## config.mk

```make
export PLATFORM = sky130hd
export DESIGN_NAME = csr_decode
export DESIGN_NICKNAME = d
export VERILOG_FILES = /design/src/rtl/csr_decode_pkg.sv /design/src/rtl/csr_decode_legal_chk.sv /design/src/rtl/csr_decode.sv
export SDC_FILE = /design/constraint.sdc
export NUM_CORES = 1
export LEC_CHECK = 0
export ABC_CLOCK_PERIOD_IN_PS = 3400
export BUFFER_PORTS_ARGS = -buffer_cell sky130_fd_sc_hd__buf_2
export CAP_MARGIN = 20
export CORE_MARGIN = 4
export CORE_UTILIZATION = 45
export CTS_CLUSTER_DIAMETER = 100
export DETAILED_ROUTE_END_ITERATION = 10
export GPL_TIMING_DRIVEN = 0
export PLACE_DENSITY_LB_ADDON = 0.12
export SLEW_MARGIN = 5
export SYNTH_ARGS = -nofsm -noshare
export SYNTH_HDL_FRONTEND = slang
export SYNTH_SLANG_ARGS = --single-unit
```

## constraint.sdc

```tcl
create_clock -name i_clk -period 3.4 [get_ports i_clk]
set_input_delay 0.34 -clock i_clk [delete_from_list [all_inputs] [get_ports i_clk]]
set_output_delay 0.34 -clock i_clk [all_outputs]
set_load 0.03 [all_outputs]
```

## src/rtl/csr_decode_pkg.sv

```systemverilog
// Shared constants for the CSR issue stage: SYSTEM opcode, CSR funct3 codes,
// read-only address field and FSM state encoding.
package csr_decode_pkg;

  localparam logic [6:0] OPCODE_SYSTEM = 7'b1110011;

  localparam logic [2:0] INST_CSRRW  = 3'b001;
  localparam logic [2:0] INST_CSRRS  = 3'b010;
  localparam logic [2:0] INST_CSRRC  = 3'b011;
  localparam logic [2:0] INST_CSRRWI = 3'b101;
  localparam logic [2:0] INST_CSRRSI = 3'b110;
  localparam logic [2:0] INST_CSRRCI = 3'b111;

  localparam logic [1:0] CSR_RO_FIELD = 2'b11;

  typedef enum logic [1:0] {
    ST_IDLE  = 2'd0,
    ST_RS1   = 2'd1,
    ST_ISSUE = 2'd2
  } state_t;

endpackage

```

## src/rtl/csr_decode_legal_chk.sv

```systemverilog
// Combinational CSR legality / write-intent check (module csr_legal_chk).
// Flags only SYSTEM-opcode words; non-SYSTEM words are never illegal here.
module csr_legal_chk
  import csr_decode_pkg::*;
(
  input  logic [31:0] inst,
  output logic        illegal,
  output logic        wr_intent,
  output logic        is_imm
);

  logic unused_fields;
  assign unused_fields = ^{inst[29:20], inst[11:7]};

  assign is_imm = inst[14];

  always_comb begin
    wr_intent = 1'b0;
    illegal   = 1'b0;
    unique case (inst[14:12])
      INST_CSRRW, INST_CSRRWI: wr_intent = 1'b1;
      INST_CSRRS, INST_CSRRC, INST_CSRRSI, INST_CSRRCI: wr_intent = |inst[19:15];
      default: illegal = 1'b1;
    endcase
    if ((inst[31:30] == CSR_RO_FIELD) && wr_intent) illegal = 1'b1;
    if (inst[6:0] != OPCODE_SYSTEM) illegal = 1'b0;
  end

endmodule

```

## src/rtl/csr_decode.sv

```systemverilog
// CSR issue stage: decodes SYSTEM CSR words, fetches rs1, issues to the CSR unit.
// Optional CSR_DECODE_PERF_EN adds issue / illegal event counters.
module csr_decode
  import csr_decode_pkg::*;
#(
  parameter int unsigned MXLEN      = 32,
  parameter int unsigned CSR_ADDR_W = 12
) (
  input  logic                  i_clk,
  input  logic                  i_nrst,
  input  logic                  i_inst_valid,
  input  logic [31:0]           i_inst,
  output logic                  o_inst_ready,
  output logic [4:0]            o_rs1_addr,
  input  logic [MXLEN-1:0]      i_rs1_gpr_data,
  output logic                  o_csr_valid,
  input  logic                  i_csr_ready,
  output logic [CSR_ADDR_W-1:0] o_csr_addr,
  output logic [4:0]            o_rs1_addr_uimm,
  output logic [4:0]            o_rd_addr,
  output logic [MXLEN-1:0]      o_rs1_data,
  output logic [2:0]            o_funct3,
  output logic                  o_illegal,
  output logic [31:0]           o_illegal_inst
`ifdef CSR_DECODE_PERF_EN
  ,
  output logic [31:0]           o_issue_cnt,
  output logic [31:0]           o_illegal_cnt
`endif
);

  state_t state, next_state;
  logic   chk_illegal, chk_wr_intent, chk_imm;
  logic   take;

  csr_legal_chk u_legal_chk (
    .inst      (i_inst),
    .illegal   (chk_illegal),
    .wr_intent (chk_wr_intent),
    .is_imm    (chk_imm)
  );

  logic unused_wr;
  assign unused_wr = chk_wr_intent;

  assign take         = (state == ST_IDLE) && i_inst_valid && (i_inst[6:0] == OPCODE_SYSTEM);
  assign o_inst_ready = (state == ST_IDLE);
  assign o_csr_valid  = (state == ST_ISSUE);
  assign o_rs1_addr   = take ? i_inst[19:15] : '0;

  always_comb begin
    next_state = state;
    unique case (state)
      ST_IDLE:  if (take && !chk_illegal) next_state = chk_imm ? ST_ISSUE : ST_RS1;
      ST_RS1:   next_state = ST_ISSUE;
      ST_ISSUE: if (i_csr_ready) next_state = ST_IDLE;
      default:  next_state = ST_IDLE;
    endcase
  end

  always_ff @(posedge i_clk or negedge i_nrst) begin
    if (!i_nrst) begin
      state           <= ST_IDLE;
      o_csr_addr      <= '0;
      o_rs1_addr_uimm <= '0;
      o_rd_addr       <= '0;
      o_funct3        <= '0;
      o_rs1_data      <= '0;
      o_illegal       <= 1'b0;
      o_illegal_inst  <= '0;
    end else begin
      state     <= next_state;
      o_illegal <= take && chk_illegal;
      if (take && chk_illegal) o_illegal_inst <= i_inst;
      // Fields only load on acceptance, so they stay frozen through ISSUE stalls.
      if (take && !chk_illegal) begin
        o_csr_addr      <= i_inst[31 -: CSR_ADDR_W];
        o_rs1_addr_uimm <= i_inst[19:15];
        o_rd_addr       <= i_inst[11:7];
        o_funct3        <= i_inst[14:12];
        if (chk_imm) o_rs1_data <= {{(MXLEN-5){1'b0}}, i_inst[19:15]};
      end
      if (state == ST_RS1) o_rs1_data <= i_rs1_gpr_data;
    end
  end

`ifdef CSR_DECODE_PERF_EN
  always_ff @(posedge i_clk or negedge i_nrst) begin
    if (!i_nrst) begin
      o_issue_cnt   <= '0;
      o_illegal_cnt <= '0;
    end else begin
      if (o_csr_valid && i_csr_ready) o_issue_cnt <= o_issue_cnt + 32'd1;
      if (o_illegal) o_illegal_cnt <= o_illegal_cnt + 32'd1;
    end
  end
`endif

endmodule

```

==> summary.md, run 1 <==
| Metric | Value |
|---|---|
| Status | finished clean |
| Finished Layout Cells | 578 |
| FF-to-FF End | o_illegal_inst[28] |
| Synth Instances | 295 |
| Final ANT Viol Nets | 0 |
| Setup crit end kind | output port |
| Clk slew on worst S/H paths | 0.10 ns |
| Clk_lat worst skew | about 0.35 ns |
| Peak supply drop | 231 uV |
| Period minus WS final | around 2.3 ns |
| Total global routing overflow | 0 |
| Final Net Count | ~540 |
| Clk sinks | 92 |
| Synth Register Bits | between 90 and 100 |
| CP required | 3.06 ns |
| Post-CTS Setup Bufs | 0 |
| Rows | 32 |
| Worst min path class | in2reg |
| Ys async rst share | 1.00 |
| Synth Cell Area | around 3700 um2 |
| DR WL/cell | about 15 um |
| PD cells | just under 500 nW/um2 |
| Longest Clk Path Bufs | 2 |
| Total GRT Usage | 0.187 |
| Area Growth Syn to Fin | 32.1% |
| Final period util | 0.689 |
| Yosys top cell area share | 0.625 |
| RSZ-0062 raised after global routing | no |
| Hold Path Depth | 3 |
| Initial Utilization | 0.469 |
| Startpoint types | flop |
| Die Ht | slightly below 100 um |
| Hold Path End | o_rs1_data[12] |
| Top cells by area, synth | dfrtp_1 (63%), mux2_2 (15%), nand2_1 (5.7%), o21ai_0 (4.3%), and2_1 (1.0%) |
| CP Class | reg2out |
| CP startpoint | state[1] |
| Final GP Congestion | between 0.7 and 0.8 |
| Top-count cell post-synth | dfrtp_1 |
| Initial antenna violation count | 0 |
| Final number of hold-violating endpoints | 0 |
| Netlist cell types | 33 |
| H-tree levels | 3 |
| Sequential cell area fraction in the yosys report | 0.625 |
| Placeable Area | between 7000 and 8000 um2 |
| Post-synth top cells | dfrtp_1 (92), nand2_1 (56), mux2_2 (50) |
| Die area | roughly 9700 um2 |
| Critical path peak fanout | 10 |
| Post-detail-place hpwl | 6.52 mm |
| Die X | ~98 um |
| Syn Nets | 363 |
| Vias in the first global route | a little under 3000 |
| First-pass GRT wire length | 14.7 mm |
| Worst Min Path Start | i_rs1_gpr_data[12] |
| Max Fclk | ~430 MHz |
| Area leader, netlist | dfrtp_1 |
| Synth Area per Inst | between 10 and 15 um2 |
| Num CTS Buffers | 9 |
| Setup slack, reg-to-reg | around 1.2 ns |
| Fin Setup TNS | 0 ns |
| Slew headroom | 0.634 |
| Max Cap Violations | 0 |
| Root Driver | clkbuf_8 |
| Vias | around 2800 |
| Slew @ Worst Pin | approximately 0.55 ns |
| # IOs | ~170 |
| Skew final | roughly 0.0078 ns |
| IO buf count | 163 |
| CP arrival | ~2.0 ns |
| Antenna cells | 0 |
| Fillcell total | 708 |
| EDFF count, synth | 0 |
| RR Startpoint | state[1] |
| 1st-iter DRT viols | roughly 70 |
| Setup-failing EPs final | 0 |
| CTS tree | yes |
| Layout cells sized above 1 | 0.515 |
| Final wirelength | 8.83 mm |
| Drt pass-1 iters | 4 |
| Via/cell ratio | 4.91 |
| Yosys warns | 0 |
| Max Slew Vio Count | 0 |
| Dpl cells | 561 |
| Reg2Reg Depth | 5 |
| Largest net degree at the start of global routing | 56 |
| Lkg Pwr | 0.00269 uW |
| Synth Flop Type | dfrtp_1 |
| # DRC | 0 |
-- worst max-delay path by stage --
stage | cells past startpoint | end
after global routing | 4 | o_rs1_addr[1]
final | 4 | o_rs1_addr[4]
after detailed placement | 6 | o_illegal_inst[29]
after CTS | 4 | o_rs1_addr[4]
after floorplan | 2 | o_rs1_addr[0]
after global placement | 6 | o_illegal_inst[30]
-- report_power, final --
part | switching, uW | total, uW | internal [uW]
registers | 34.7 | 1200 | 1170
clock network | 396 | 742 | 346
logic | 266 | 395 | 129
-- sequential cells by signal, summed over array words and instances, names as in the netlist --
name and count:
state 2, o_illegal_inst 32, o_rs1_addr_uimm 5, o_csr_addr 12
o_funct3 3, o_rd_addr 5, o_rs1_data 32, o_illegal 1
-- routing by layer --
layer / share of wire / vias to the layer above / global-route usage
li1: - / 1356 / -
met2: 0.47 / 100 / 0.296
met4: 0.016 / 0 / 0.0651
met3: 0.088 / 12 / 0.0594
met1: 0.42 / 1372 / 0.244
met5: 0 / - / 0
-- logic make-up after synthesis --
logic type	share of synthesized area
buffers and inverters	0.0316
muxes	0.153
AOI/OAI and AO/OA	0.0649
and+or+nand+nor	0.125
DFF	0.625
-- timing repair --
item / 4_1_cts / 5_1_grt
resized for setup: 0 / 0
hold buffers: 1 / 0
hold endpoints to repair: 37 / 0
-- layout make-up --
| type | count | area [um2] | area share |
|---|---|---|---|
| flip-flops and latches | 92 | 2300 | 0.473 |
| clock buffers | 9 | 124 | 0.0255 |
| repair buffers | 165 | 856 | 0.176 |
| inverters | 5 | 18.8 | 0.00386 |
| clock inverters | 7 | 73.8 | 0.0152 |
| multi-input cells | 183 | 1260 | 0.260 |
| plain buffers | 15 | 97.6 | 0.0201 |
| well taps | 102 | 128 | 0.0262 |
-- placed cells by master, fill, tap and decap left out, types with 3 or more instances in the layout --
cell type	instances
buf_2	163
dfrtp_1	92
nand2_1	56
mux2_2	50
o21ai_0	32
clkbuf_8	10
and2_1	6
clkbuf_1	6
nor2_1	6
nand2b_1	6
inv_1	5
a31oi_1	5
nand4_1	4
buf_6	3
buf_4	3
inv_6	3
-- metrics by stage --
| step | worst slack [ns] | area [um2] | power (uW) | hold WS [ns] | util |
|---|---|---|---|---|---|
| finish | 1.06 | 4860 | 2340 | 0.188 | 0.620 |
| global route | 0.957 | 4860 | 2450 | 0.172 | 0.620 |
| detailed placement | 1.01 | 4660 | 1630 | 0.347 | 0.593 |
| global placement | 1.03 | 4630 | 1610 | 0.445 | 0.589 |
| CTS | 1.03 | 4860 | 2370 | 0.173 | 0.620 |
| floorplan | 1.25 | 3680 | 1450 | 0.0444 | - |
-- critical path: stages, from the launching register on --
cell	delay, ns
dfrtp_1	0.41
or3b_2	0.53
nor3_4	0.33
and2_1	0.20
buf_2	0.19
Power figures use the tool's default switching activity.
==> run 2: changes to the inputs <==
--- a/config.mk
+++ b/config.mk
@@ -5,7 +5,8 @@
 export SDC_FILE = /design/constraint.sdc
 export NUM_CORES = 1
 export LEC_CHECK = 0
-export ABC_CLOCK_PERIOD_IN_PS = 3400
+export ABC_AREA = 1
+export ABC_CLOCK_PERIOD_IN_PS = 2300
 export BUFFER_PORTS_ARGS = -buffer_cell sky130_fd_sc_hd__buf_2
 export CAP_MARGIN = 20
 export CORE_MARGIN = 4
==> constraint.sdc (replaced) <==
create_clock -name i_clk -period 2.3 [get_ports i_clk]
set_input_delay 0.23 -clock i_clk [delete_from_list [all_inputs] [get_ports i_clk]]
set_output_delay 0.23 -clock i_clk [all_outputs]
set_load 0.03 [all_outputs]
==> run 2 against run 1 <==
Effect of this change: register-to-register slack worse by 0.33 ns; largest power group unchanged; final area is 2.1% higher; largest cell class unchanged; core utilization is 1.2 points lower.
==> summary.md, run 2 <==
| Metric | Value |
|---|---|
| Gate power share | 0.143 (-0.026) |
| First-pass GRT wire length | 15.7 mm (+7.0%) |
| Internal | 2410 uW (+47%) |
| Power Total | 3330 uW (+42%) |
| Final number of hold-violating endpoints | 0 (unchanged) |
| Yosys top cell area share | 0.612 (-0.0131) |
| Vias | 3191 (+12%) |
| Layout cells sized above 1 | 0.406 (-0.109) |
| CP arrival | 1.64 ns (-0.36 ns) |
| Synth Instances | 392 (+33%) |
| Die Ht | 99.4 um (+0.98%) |
| Die area | 9880 um2 (+2.0%) |
| Syn Nets | 460 (+27%) |
| Synth Register Bits | 92 (unchanged) |
| # IOs | 165 (unchanged) |
| Yosys warns | 0 (unchanged) |
| Max Fclk | 534 MHz |
| Lkg Pwr | 0.00299 uW (+11%) |
| CP startpoint | state[1] |
| Startpoint types | flop |
| Final GP Congestion | 0.764 (-1.1%) |
| Clk slew on worst S/H paths | 0.09 ns (about the same) |
| # DRC | 0 (unchanged) |
| Rows | 33 (+3.1%) |
| Worst setup endpoint | o_rs1_addr[4] |
| Clock power share | 0.335 (+0.018) |
| RSZ-0062 raised after global routing | no |
| Total global routing overflow | 0 (unchanged) |
| Most frequent cells in the layout | buf_2 (170), nand2_1 (131), dfrtp_1 (92) |
| Die X | 99.4 um (+0.98%) |
| Top cells by area, synth | dfrtp_1 (61%), nand2_1 (13%), o21ai_2 (5.1%), nand3_1 (4.7%), o21ai_0 (4.0%) |
| Initial Utilization | 0.460 (-0.00917) |
| Largest net degree at the start of global routing | 48 (-14%) |
| Period minus WS final | between 1.5 and 2 ns |
| Total GRT Usage | 0.201 (+0.0140) |
| Max Cap Violations | 0 (unchanged) |
| Initial antenna violation count | 0 (unchanged) |
| Sequential cell area fraction in the yosys report | 0.612 (-0.0131) |
| RR Startpoint | state[1] |
| H-tree levels | 3 (unchanged) |
| 1st-iter DRT viols | 106 (+49%) |
| Slew headroom | 0.591 (-0.0424) |
| Max Slew Vio Count | 0 (unchanged) |
| Area Growth Syn to Fin | 32.0% (about the same) |
| Placeable Area | 8180 um2 (+4.2%) |
| Critical path peak fanout | 5 (-5) |
| Clk sinks | 92 (unchanged) |
| CTS tree | yes |
| Synth Flop Type | dfrtp_1 |
| Final period util | 0.814 |
| Setup-failing EPs final | 0 (unchanged) |
| Fillcell total | 774 (+9.3%) |
| Final wirelength | 9.56 mm (+8.3%) |
| Fin Setup TNS | 0 ns (unchanged) |
| Biggest regs | o_illegal_inst: 32 flops, o_rs1_data: 32 flops, o_csr_addr: 12 flops |
| Peak supply drop | 456 uV (+98%) |
| Setup crit end kind | output port |
| PD cells | 671 nW/um2 (+40%) |
| Via/cell ratio | 4.70 (-4.4%) |
| Clk_lat worst skew | 0.35 ns (about the same) |
| Register share of total power | 0.522 (+0.008) |
| Final Net Count | 637 (+18%) |
| EDFF count, synth | 0 (unchanged) |
| Post-detail-place hpwl | 7.20 mm (+10%) |
| Area leader, netlist | dfrtp_1 |
| Post-CTS Setup Bufs | 0 (unchanged) |
| DR WL/cell | 14.1 um (-7.8%) |
| CP Class | reg2out |
| Reg2Reg Depth | 7 (+2) |
| Top-count cell post-synth | nand2_1 |
| Switch Pwr | 920 uW (+32%) |
| Sw frac | 0.276 (-0.0219) |
| Num CTS Buffers | 9 (unchanged) |
| Skew final | 0.0108 ns (+0.00299 ns) |
| Synth Area per Inst | 9.59 um2 (-23%) |
| Netlist cell types | 24 (-27%) |
| Setup slack, reg-to-reg | 0.83 ns (-0.33 ns) |
| Drt pass-1 iters | 4 (unchanged) |
| Final ANT Viol Nets | 0 (unchanged) |
| Antenna cells | 0 (unchanged) |
| IO buf count | 164 (+0.61%) |
| Post-synth top cells | nand2_1 (131), dfrtp_1 (92), nand3_1 (35) |
| Commonest non-fill, non-tap cell in the layout | buf_2 |
| Status | finished clean |
| Vias in the first global route | 3178 (+6.6%) |
| Worst min path class | in2reg |
| Ys async rst share | 1.00 (unchanged) |
| Longest Clk Path Bufs | 2 (unchanged) |
| Root Driver | clkbuf_8 |
| Final core occ | 0.607 (-0.0125) |
| FF-to-FF End | o_rs1_data[25] |
| Slew @ Worst Pin | 0.613 ns (+0.0659 ns) |
| CP required | 2.07 ns (-0.99 ns) |
| Synth Cell Area | 3760 um2 (+2.1%) |
-- run 2: logic make-up after synthesis --
group                  after synthesis  share of synthesized area
buffers and inverters               55                     0.0745
and+or+nand+nor                    190                      0.218
AOI/OAI and AO/OA                   55                     0.0958
DFF                                 92                      0.612
-- run 2: area by class of cell --
type                            instances  area [um2]  share of cell area
Inverter                               35         131              0.0265
Clock inverter                          5        60.1              0.0121
Multi-Input combinational cell        245        1180               0.237
Clock buffer                           11         151              0.0305
Buffer                                 20         149              0.0300
Sequential cell                        92        2300               0.464
Timing Repair Buffer                  166         861               0.173
Tap cell                              105         131              0.0265
-- run 2: worst max-delay path: stages, from the launching register on --
cell and delay, ns:
dfrtp_1 0.41, nor2_2 0.14, nand2_1 0.12, nor2_4 0.19
inv_1 0.13, nor2_1 0.11, buf_2 0.20
-- run 2: power by group through the flow --
stage	clock network, uW	registers (uW)	logic (uW)
after floorplan	0	1940	98.7
after global placement	0	1770	470
after detailed placement	0	1770	484
after CTS	1160	1740	485
after global routing	1230	1750	522
final	1120	1740	477
-- run 2: stage by stage --
step | hold slack (ns) | area, um2 | setup WS [ns] | std cells
after floorplan | -0.0656 | 3760 | 0.472 | 392
after global placement | 0.432 | 4710 | 0.141 | 661
after CTS | 0.0555 | 4960 | 0.392 | 679
final | 0.0709 | 4960 | 0.429 | 679
after global routing | 0.0594 | 4960 | 0.276 | 679
after detailed placement | 0.281 | 4740 | 0.783 | 662
-- run 2: worst min path at each step --
stage | start | end | depth (start not counted)
detailed placement | i_nrst | o_rs1_data[14] | 1
finish | i_rs1_gpr_data[12] | o_rs1_data[12] | 3
global placement | i_rs1_gpr_data[5] | o_rs1_data[5] | 3
global route | i_rs1_gpr_data[11] | o_rs1_data[11] | 3
CTS | i_rs1_gpr_data[13] | o_rs1_data[13] | 3
floorplan | i_nrst | o_csr_addr[0] | 0
-- run 2: per-layer routing --
metal | share of wire | global-route usage | up-vias
li1 | - | - | 1588
met1 | 0.44 | 0.272 | 1494
met2 | 0.47 | 0.320 | 104
met3 | 0.083 | 0.0638 | 5
met4 | 0.0062 | 0.0441 | 0
met5 | 0 | 0 | -
-- run 2: timing repair --
| item | CTS | global route |
|---|---|---|
| endpoints found under the hold margin | 46 | 0 |
| resized for setup | 0 | 0 |
| hold buffers | 1 | 0 |
